### src/rtl/grf_scoreboard.sv
// General register file for the 5-stage pipeline: 32x32 registers, two
// combinational read ports with W->D bypass, one write port, and a
// per-register pending (scoreboard) set with a registered pending count.
module grf_scoreboard #(
    parameter int unsigned WIDTH        = 32,
    parameter int unsigned NREG         = 32,
    parameter logic [31:0] RESET_PC_TAG = 32'h0000_3000
) (
    input  logic             clk,
    input  logic             reset,
    input  logic [4:0]       A1,
    input  logic [4:0]       A2,
    output logic [WIDTH-1:0] RD1,
    output logic [WIDTH-1:0] RD2,
    input  logic             WE,
    input  logic [4:0]       A3,
    input  logic [WIDTH-1:0] WD,
    input  logic [31:0]      WPC,
    input  logic             IssueEn,
    input  logic [4:0]       IssueA,
    output logic             Busy1,
    output logic             Busy2,
    output logic [5:0]       PendCnt
);

    localparam int unsigned CW = 6;

    logic [WIDTH-1:0] regs [NREG];
    logic [NREG-1:0]  pend;
    logic [NREG-1:0]  pend_next;
    logic [CW-1:0]    cnt_next;
    logic             wr_en;
    logic             set_en;
    logic             inc;
    logic             dec;

    // PC/tag are only meaningful to the write-back tracer, not to the logic.
    logic unused_trace;
    assign unused_trace = ^{WPC, RESET_PC_TAG};

    // Writes to $0 are dropped, as are issues that name $0.
    assign wr_en  = WE && (A3 != 5'd0);
    assign set_en = IssueEn && (IssueA != 5'd0);

    // Register array: clear on reset, single write port; $0 is never written.
    always_ff @(posedge clk) begin
        if (!reset) begin
            for (int i = 0; i < int'(NREG); i++) begin
                regs[i] <= '0;
            end
        end else if (wr_en) begin
            regs[A3] <= WD;
        end
    end

    // Read ports: $0 reads zero, a same-cycle write is bypassed to the reader.
    always_comb begin
        RD1 = '0;
        RD2 = '0;
        if (A1 != 5'd0) begin
            if (WE && (A3 == A1)) RD1 = WD;
            else                  RD1 = regs[A1];
        end
        if (A2 != 5'd0) begin
            if (WE && (A3 == A2)) RD2 = WD;
            else                  RD2 = regs[A2];
        end
    end

    // Pending-set update: clear on write-back, then set on issue so the newer
    // instruction keeps ownership when both target the same register.
    always_comb begin
        pend_next = pend;
        if (wr_en)  pend_next[A3]     = 1'b0;
        if (set_en) pend_next[IssueA] = 1'b1;
        pend_next[0] = 1'b0;
        inc      = set_en && !pend[IssueA];
        dec      = wr_en && pend[A3] && !(set_en && (IssueA == A3));
        cnt_next = PendCnt + CW'(inc) - CW'(dec);
    end

    // Pending bits and their population count.
    always_ff @(posedge clk) begin
        if (!reset) begin
            pend    <= '0;
            PendCnt <= '0;
        end else begin
            pend    <= pend_next;
            PendCnt <= cnt_next;
        end
    end

    // A write completing this cycle is served by the bypass, so it does not stall.
    always_comb begin
        Busy1 = pend[A1] && !(WE && (A3 == A1));
        Busy2 = pend[A2] && !(WE && (A3 == A2));
    end

endmodule

### config.mk
export PLATFORM = sky130hd
export DESIGN_NAME = grf_scoreboard
export DESIGN_NICKNAME = d
export VERILOG_FILES = /design/src/rtl/grf_scoreboard.sv
export SDC_FILE = /design/constraint.sdc
export NUM_CORES = 2
export LEC_CHECK = 0
export CAP_MARGIN = 40
export CORE_ASPECT_RATIO = 1.1
export CORE_MARGIN = 4
export CORE_UTILIZATION = 52
export CTS_BUF_LIST = sky130_fd_sc_hd__clkbuf_8 sky130_fd_sc_hd__clkbuf_16
export CTS_CLUSTER_SIZE = 8
export DETAILED_ROUTE_END_ITERATION = 16
export PLACE_DENSITY = 0.79
export SLEW_MARGIN = 0
export SYNTH_ARGS = -nofsm -noshare
export SYNTH_HDL_FRONTEND = slang
export SYNTH_SLANG_ARGS = --single-unit
### constraint.sdc
create_clock -name clk -period 5.45 [get_ports clk]
set_input_delay 0.545 -clock clk [delete_from_list [all_inputs] [get_ports clk]]
set_output_delay 0.545 -clock clk [all_outputs]
set_load 0.005 [all_outputs]
=== Word-level counts from Yosys, hierarchy flattened ===
Memory sizes are Yosys's and may differ from the RTL's.
Index checks and enable logic that the tools add are counted.

* Add/sub/neg operators: 2
* Order comparisons: 6
* Equal/unequal tests: 3
* Muxes and demuxes: 25
* Bitwise gates (word level): 3
* Reductions and logical operators: 21

{| class="wikitable"
|+ Operators by type and width
! cell !! number
|-
| $mux 32 || 7
|-
| $and 32x32->32 || 1
|-
| $not 32->32 || 1
|-
| $or 32x32->32 || 1
|-
| $reduce_or 32->1 || 1
|-
| $lt 5x6->1 const B || 4
|-
| $bmux 1 s5 || 4
|-
| $reduce_bool 5->1 || 4
|-
| $eq 5x5->1 || 3
|-
| $logic_and 1x1->1 || 12
|-
| $mux 1 || 11
|-
| $demux 1 s5 || 2
|-
| $ge 5x1->1 const B || 2
|-
| $add 6x1->6 || 1
|-
| $sub 6x1->6 || 1
|-
| $mux 5 || 1
|-
| $logic_not 1->1 || 4
|}

* Register bits after elaboration: 38
* Memory bits (writable): 1,024
* Output and inout port bits: 72
* Word-level logic and storage cells: 64
* Memories: 1

{| class="wikitable"
|+ Memories
! name !! depth !! width !! read ports !! clocked after Yosys merged registers in !! wr ports !! line !! RTL
|-
| regs || 32 || 32 || 2 || 0 || 32 || 28 || <nowiki>logic [WIDTH-1:0] regs [NREG];</nowiki>
|}

=== Logic depth before layout (Yosys ltp) ===
* Depth in word-level cells: 9
* Gate-level depth with buffers: 16

=== Worst setup path after synthesis ===
OpenSTA, ideal clock, no wires.

* Path kind: input -> register
* Start point: input A3[1]
* End point: memory regs[11][0], enable pin
* Library setup time: 468 ps
* Data arrival time: 3,801 ps
* Data required time: 4,982 ps
* Slack: 1,181 ps
* Cell stages on the path: 4
* Buffers on the path: 2
* Path through: clkbuf_1 -> buf_1 -> nand3_1 -> o21ai_0

{| class="wikitable"
|+ RTL lines
! element !! line !! RTL
|-
| start: declaration || 16 || <nowiki>input logic [4:0] A3,</nowiki>
|-
| end: declaration || 28 ||
|}

=== Final worst setup path ===
* Start point: input A3[1]
* End point: output RD2[13]

* Cells in the longest elaborated chain, start to end: 4

{| class="wikitable"
|+ Ends and longest elaborated chain
! element !! line !! RTL
|-
| $eq 5x5->1 || 65 || <nowiki>if (WE && (A3 == A2)) RD2 = WD;</nowiki>
|-
| $logic_and 1x1->1 || 65 ||
|-
| $mux 32 || 65 ||
|-
| $mux 32 || 64 || <nowiki>if (A2 != 5'd0) begin</nowiki>
|-
| end: declaration || 14 || <nowiki>output logic [WIDTH-1:0] RD2,</nowiki>
|}

No other way between the ends.

==> impl_metrics.env <==
export IMPL_syn_area_per_cell_sq_um=14.83
export IMPL_die_y_microns=356.6
export IMPL_synth_edf_count=1024
export IMPL_syn_area_sq_um=57440
export IMPL_finalSetupViolCount=0
export IMPL_rsz0062_at_grt="false"
export IMPL_holdCritPathClass="in -> reg"
export IMPL_clockBufferDepth=3
export IMPL_cts_resized=0
export IMPL_pin_count=160
export IMPL_dp_hpwl_microns=123200
export IMPL_drv_cap=0
export IMPL_synth_yosys_seq_area_share_pct=54.82
export IMPL_synth_ff_type="edfxtp_1"
export IMPL_pwr_share_clk_pct=40.6
export IMPL_p_comb_share_pct=13.3
export IMPL_hold_viol_final=0
export IMPL_wirelength_microns=202200
export IMPL_p_int_w=0.01566
export IMPL_clock_sinks=1061
export IMPL_cts_made_buffers=151
export IMPL_drt_iter0_markers=7100
export IMPL_grt_max_degree=85
export IMPL_end_kind="output pin"
export IMPL_synth_seq_cells=1061
export IMPL_hold_buffers=0
export IMPL_row_count=127
export IMPL_clockRootBuffer="clkbuf_16"
export IMPL_antenna_found_initial=18
export IMPL_place_gp_congestion=0.9436
export IMPL_wl_per_cell_microns=37.07
export IMPL_outcome="finished clean"
export IMPL_post_drt_via_cell_ratio=7.336
export IMPL_min_period_ps=4793
export IMPL_worstPathRequired_ps=4910
export IMPL_fmax_ghz=0.2087
export IMPL_postCtsSetupBuffers=0
export IMPL_port_buffer_count=127
export IMPL_worstSetupPathType="in -> out"
export IMPL_tns_ps=0
export IMPL_cp_max_fo=18
export IMPL_drtAntennaViolNets=0
export IMPL_cts_tree="yes"
export IMPL_synthArstFlopShare_pct=0
export IMPL_swShare_pct=25.41
export IMPL_die_w_microns=324.9
export IMPL_area_delta_synth_final_pct=15.33
export IMPL_fin_skew_ps=16.27
export IMPL_p_per_area_nw_per_um2=316.9
export IMPL_seqCellArea_sq_um=31490
export IMPL_grtUsageTotal_pct=34.64
export IMPL_leakagePower_nw=22.86
export IMPL_relSlewSlack_pct=31.78
export IMPL_overflow=0
export IMPL_multiInputGateArea_sq_um=24720
export IMPL_p_sw_w=0.005335
export IMPL_synthCells=3874
export IMPL_fin_crit_sh_pct=87.94
export IMPL_first_pass_iters=8
export IMPL_drc=0
export IMPL_setup_worst_path_start_class="input port"
export IMPL_dieArea_sq_um=115900
export IMPL_worstSkewPairLatency_ps=760
export IMPL_tightest_slew_ps=1020
export IMPL_cts_max_level=4
export IMPL_seqPwrFrac_pct=46.1
export IMPL_grt_pass1_vias=40100
export IMPL_nets=4091
export IMPL_fillers=7811
export IMPL_critPathArrivalTime_ps=4250
export IMPL_core_sq_um=109300
export IMPL_post_place_cells=5260
export IMPL_finalNonFillerCells=5454
export IMPL_vias=40010
export IMPL_yosysWarnings=0
export IMPL_start_util_pct=52.54
export IMPL_synth_cell_type_count=60
export IMPL_drive_gt1_share_pct=25.10
export IMPL_grt_pass1_wl_microns=285700
export IMPL_ir_worst_vdd_v=0.0003174
export IMPL_hold_ws_ps=225.9
export IMPL_clk_pin_slew_ps=60
export IMPL_maxSlewViolCount=0
==> routing by layer <==
metal  wire length (microns)  vias to the layer above  part of all wire (%)  global-route usage (%)
met4                   17200                        4                   8.5                   24.29
met2                   91710                     3948                    45                   53.22
met1                   63490                    19880                    31                   42.37
met3                   29760                     1028                    15                   10.40
li1                        -                    15150                     -                       -
met5                      22                        -                 0.011                       0
==> layout make-up <==
class	instances	area share [%]
well taps	1419	2.680
diodes	11	0.04155
repair buffers	347	5.879
multi-input cells	2392	37.32
inverters	43	0.2436
clock inverters	28	0.5402
clock buffers	153	5.762
flip-flops and latches	1061	47.53
==> worst paths after layout <==
| path | from | end | slack [ps] | cells past startpoint |
|---|---|---|---|---|
| worst max register to register | pend[11] | PendCnt[4] | 2190 | 14 |
| worst min register to register | pend[15] | pend[15] | 510 | 2 |
| worst max-delay path | A3[1] | RD2[13] | 660 | 8 |
| worst min-delay path | reset | PendCnt[1] | 230 | 2 |
==> power groups by stage <==
| stage | Sequential, W | Clock, W | Combinational (W) |
|---|---|---|---|
| 3_5_place_dp | 0.00980 | 0 | 0.00271 |
| 5_1_grt | 0.00970 | 0.00888 | 0.00287 |
| 6_report | 0.00968 | 0.00852 | 0.00280 |
| 2_1_floorplan | 0.00973 | 0 | 0.00160 |
| 4_1_cts | 0.00966 | 0.00851 | 0.00273 |
| 3_3_place_gp | 0.00975 | 0 | 0.00263 |
==> critical path: stages <==
cell and delay (ps):
clkdlybuf4s50_1 900, xnor2_1 390, nand4_1 180, nor2_1 420, o21a_2 590, buf_4 340
a221o_1 250, clkdlybuf4s50_1 590
==> synthesized netlist by cell type, drive strengths merged (5+ instances only) <==
master | n | area (sq um)
o21ai | 58 | 290.3
xnor2 | 14 | 122.6
edfxtp | 1024 | 30750
mux4 | 518 | 11670
xor2 | 5 | 43.79
a211oi | 56 | 420.4
nand2 | 66 | 247.7
and2 | 996 | 6231
o22ai | 46 | 287.8
mux2i | 172 | 1722
nor2b | 48 | 300.3
a221o | 41 | 410.4
a31oi | 14 | 87.58
inv | 42 | 157.7
clkbuf | 297 | 1115
buf | 112 | 676.9
or2 | 11 | 68.82
a21oi | 42 | 210.2
nand3b | 5 | 37.54
dfxtp | 37 | 740.7
nand3 | 21 | 105.1
a22oi | 95 | 713.2
o211ai | 21 | 157.7
nand4 | 10 | 62.56
ha | 6 | 75.07
nor2 | 55 | 206.5
o22a | 10 | 87.58
o2111ai | 7 | 61.31
o221a | 6 | 67.56
==> registers in the layout, indices dropped and copies added (netlist names) <==
| name | flops |
|---|---|
| regs | 1024 |
| pend | 31 |
| PendCnt | 6 |
==> layout by cell type, fill, tap and decap left out, types with 6 or more instances in the layout <==
master,Yosys,layout
edfxtp_1,1024,1024
and2_1,996,996
mux4_2,518,518
mux2i_1,172,172
clkbuf_16,0,152
buf_4,28,138
clkdlybuf4s50_1,0,117
a22oi_1,95,95
nand2_1,66,65
a211oi_1,56,56
buf_12,0,56
inv_1,41,52
nor2b_1,48,48
o22ai_1,46,46
a21oi_1,42,42
a221o_1,41,41
dfxtp_1,37,37
conb_1,1,32
nor2_4,0,31
o21ai_4,0,31
o21ai_0,57,26
buf_8,0,24
o211ai_1,21,21
nand3_1,21,21
nor2_1,55,20
xnor2_1,14,14
a31oi_1,14,14
diode_2,0,11
or2_2,11,11
nand4_1,10,10
o22a_1,10,10
o2111ai_1,7,7
o221a_2,6,6
ha_1,6,6
==> through the flow <==
| step | power [W] | instance area, sq um | setup WS [ps] | utilization, % |
|---|---|---|---|---|
| 6_report | 0.02099 | 66250 | 657.4 | 60.60 |
| 5_1_grt | 0.02146 | 66230 | 655.1 | 60.58 |
| 4_1_cts | 0.02090 | 66180 | 815.6 | 60.53 |
| 3_5_place_dp | 0.01251 | 62000 | 886.5 | 56.72 |
| 3_3_place_gp | 0.01238 | 61290 | 899.7 | 56.06 |
| 2_1_floorplan | 0.01134 | 57560 | 1181 | - |
==> kinds of logic after synthesis <==
logic type	share of synthesized area [%]
AO/OA/AOI/OAI	5.154
XOR/XNOR	0.2897
adder cells (fa/ha/maj)	0.1655
buffers and inverters	3.400
flip-flops	54.82
multiplexers	23.35
other	0.006528
AND/OR/NAND/NOR	12.82
No activity file was read; power rests on OpenSTA's default activity.
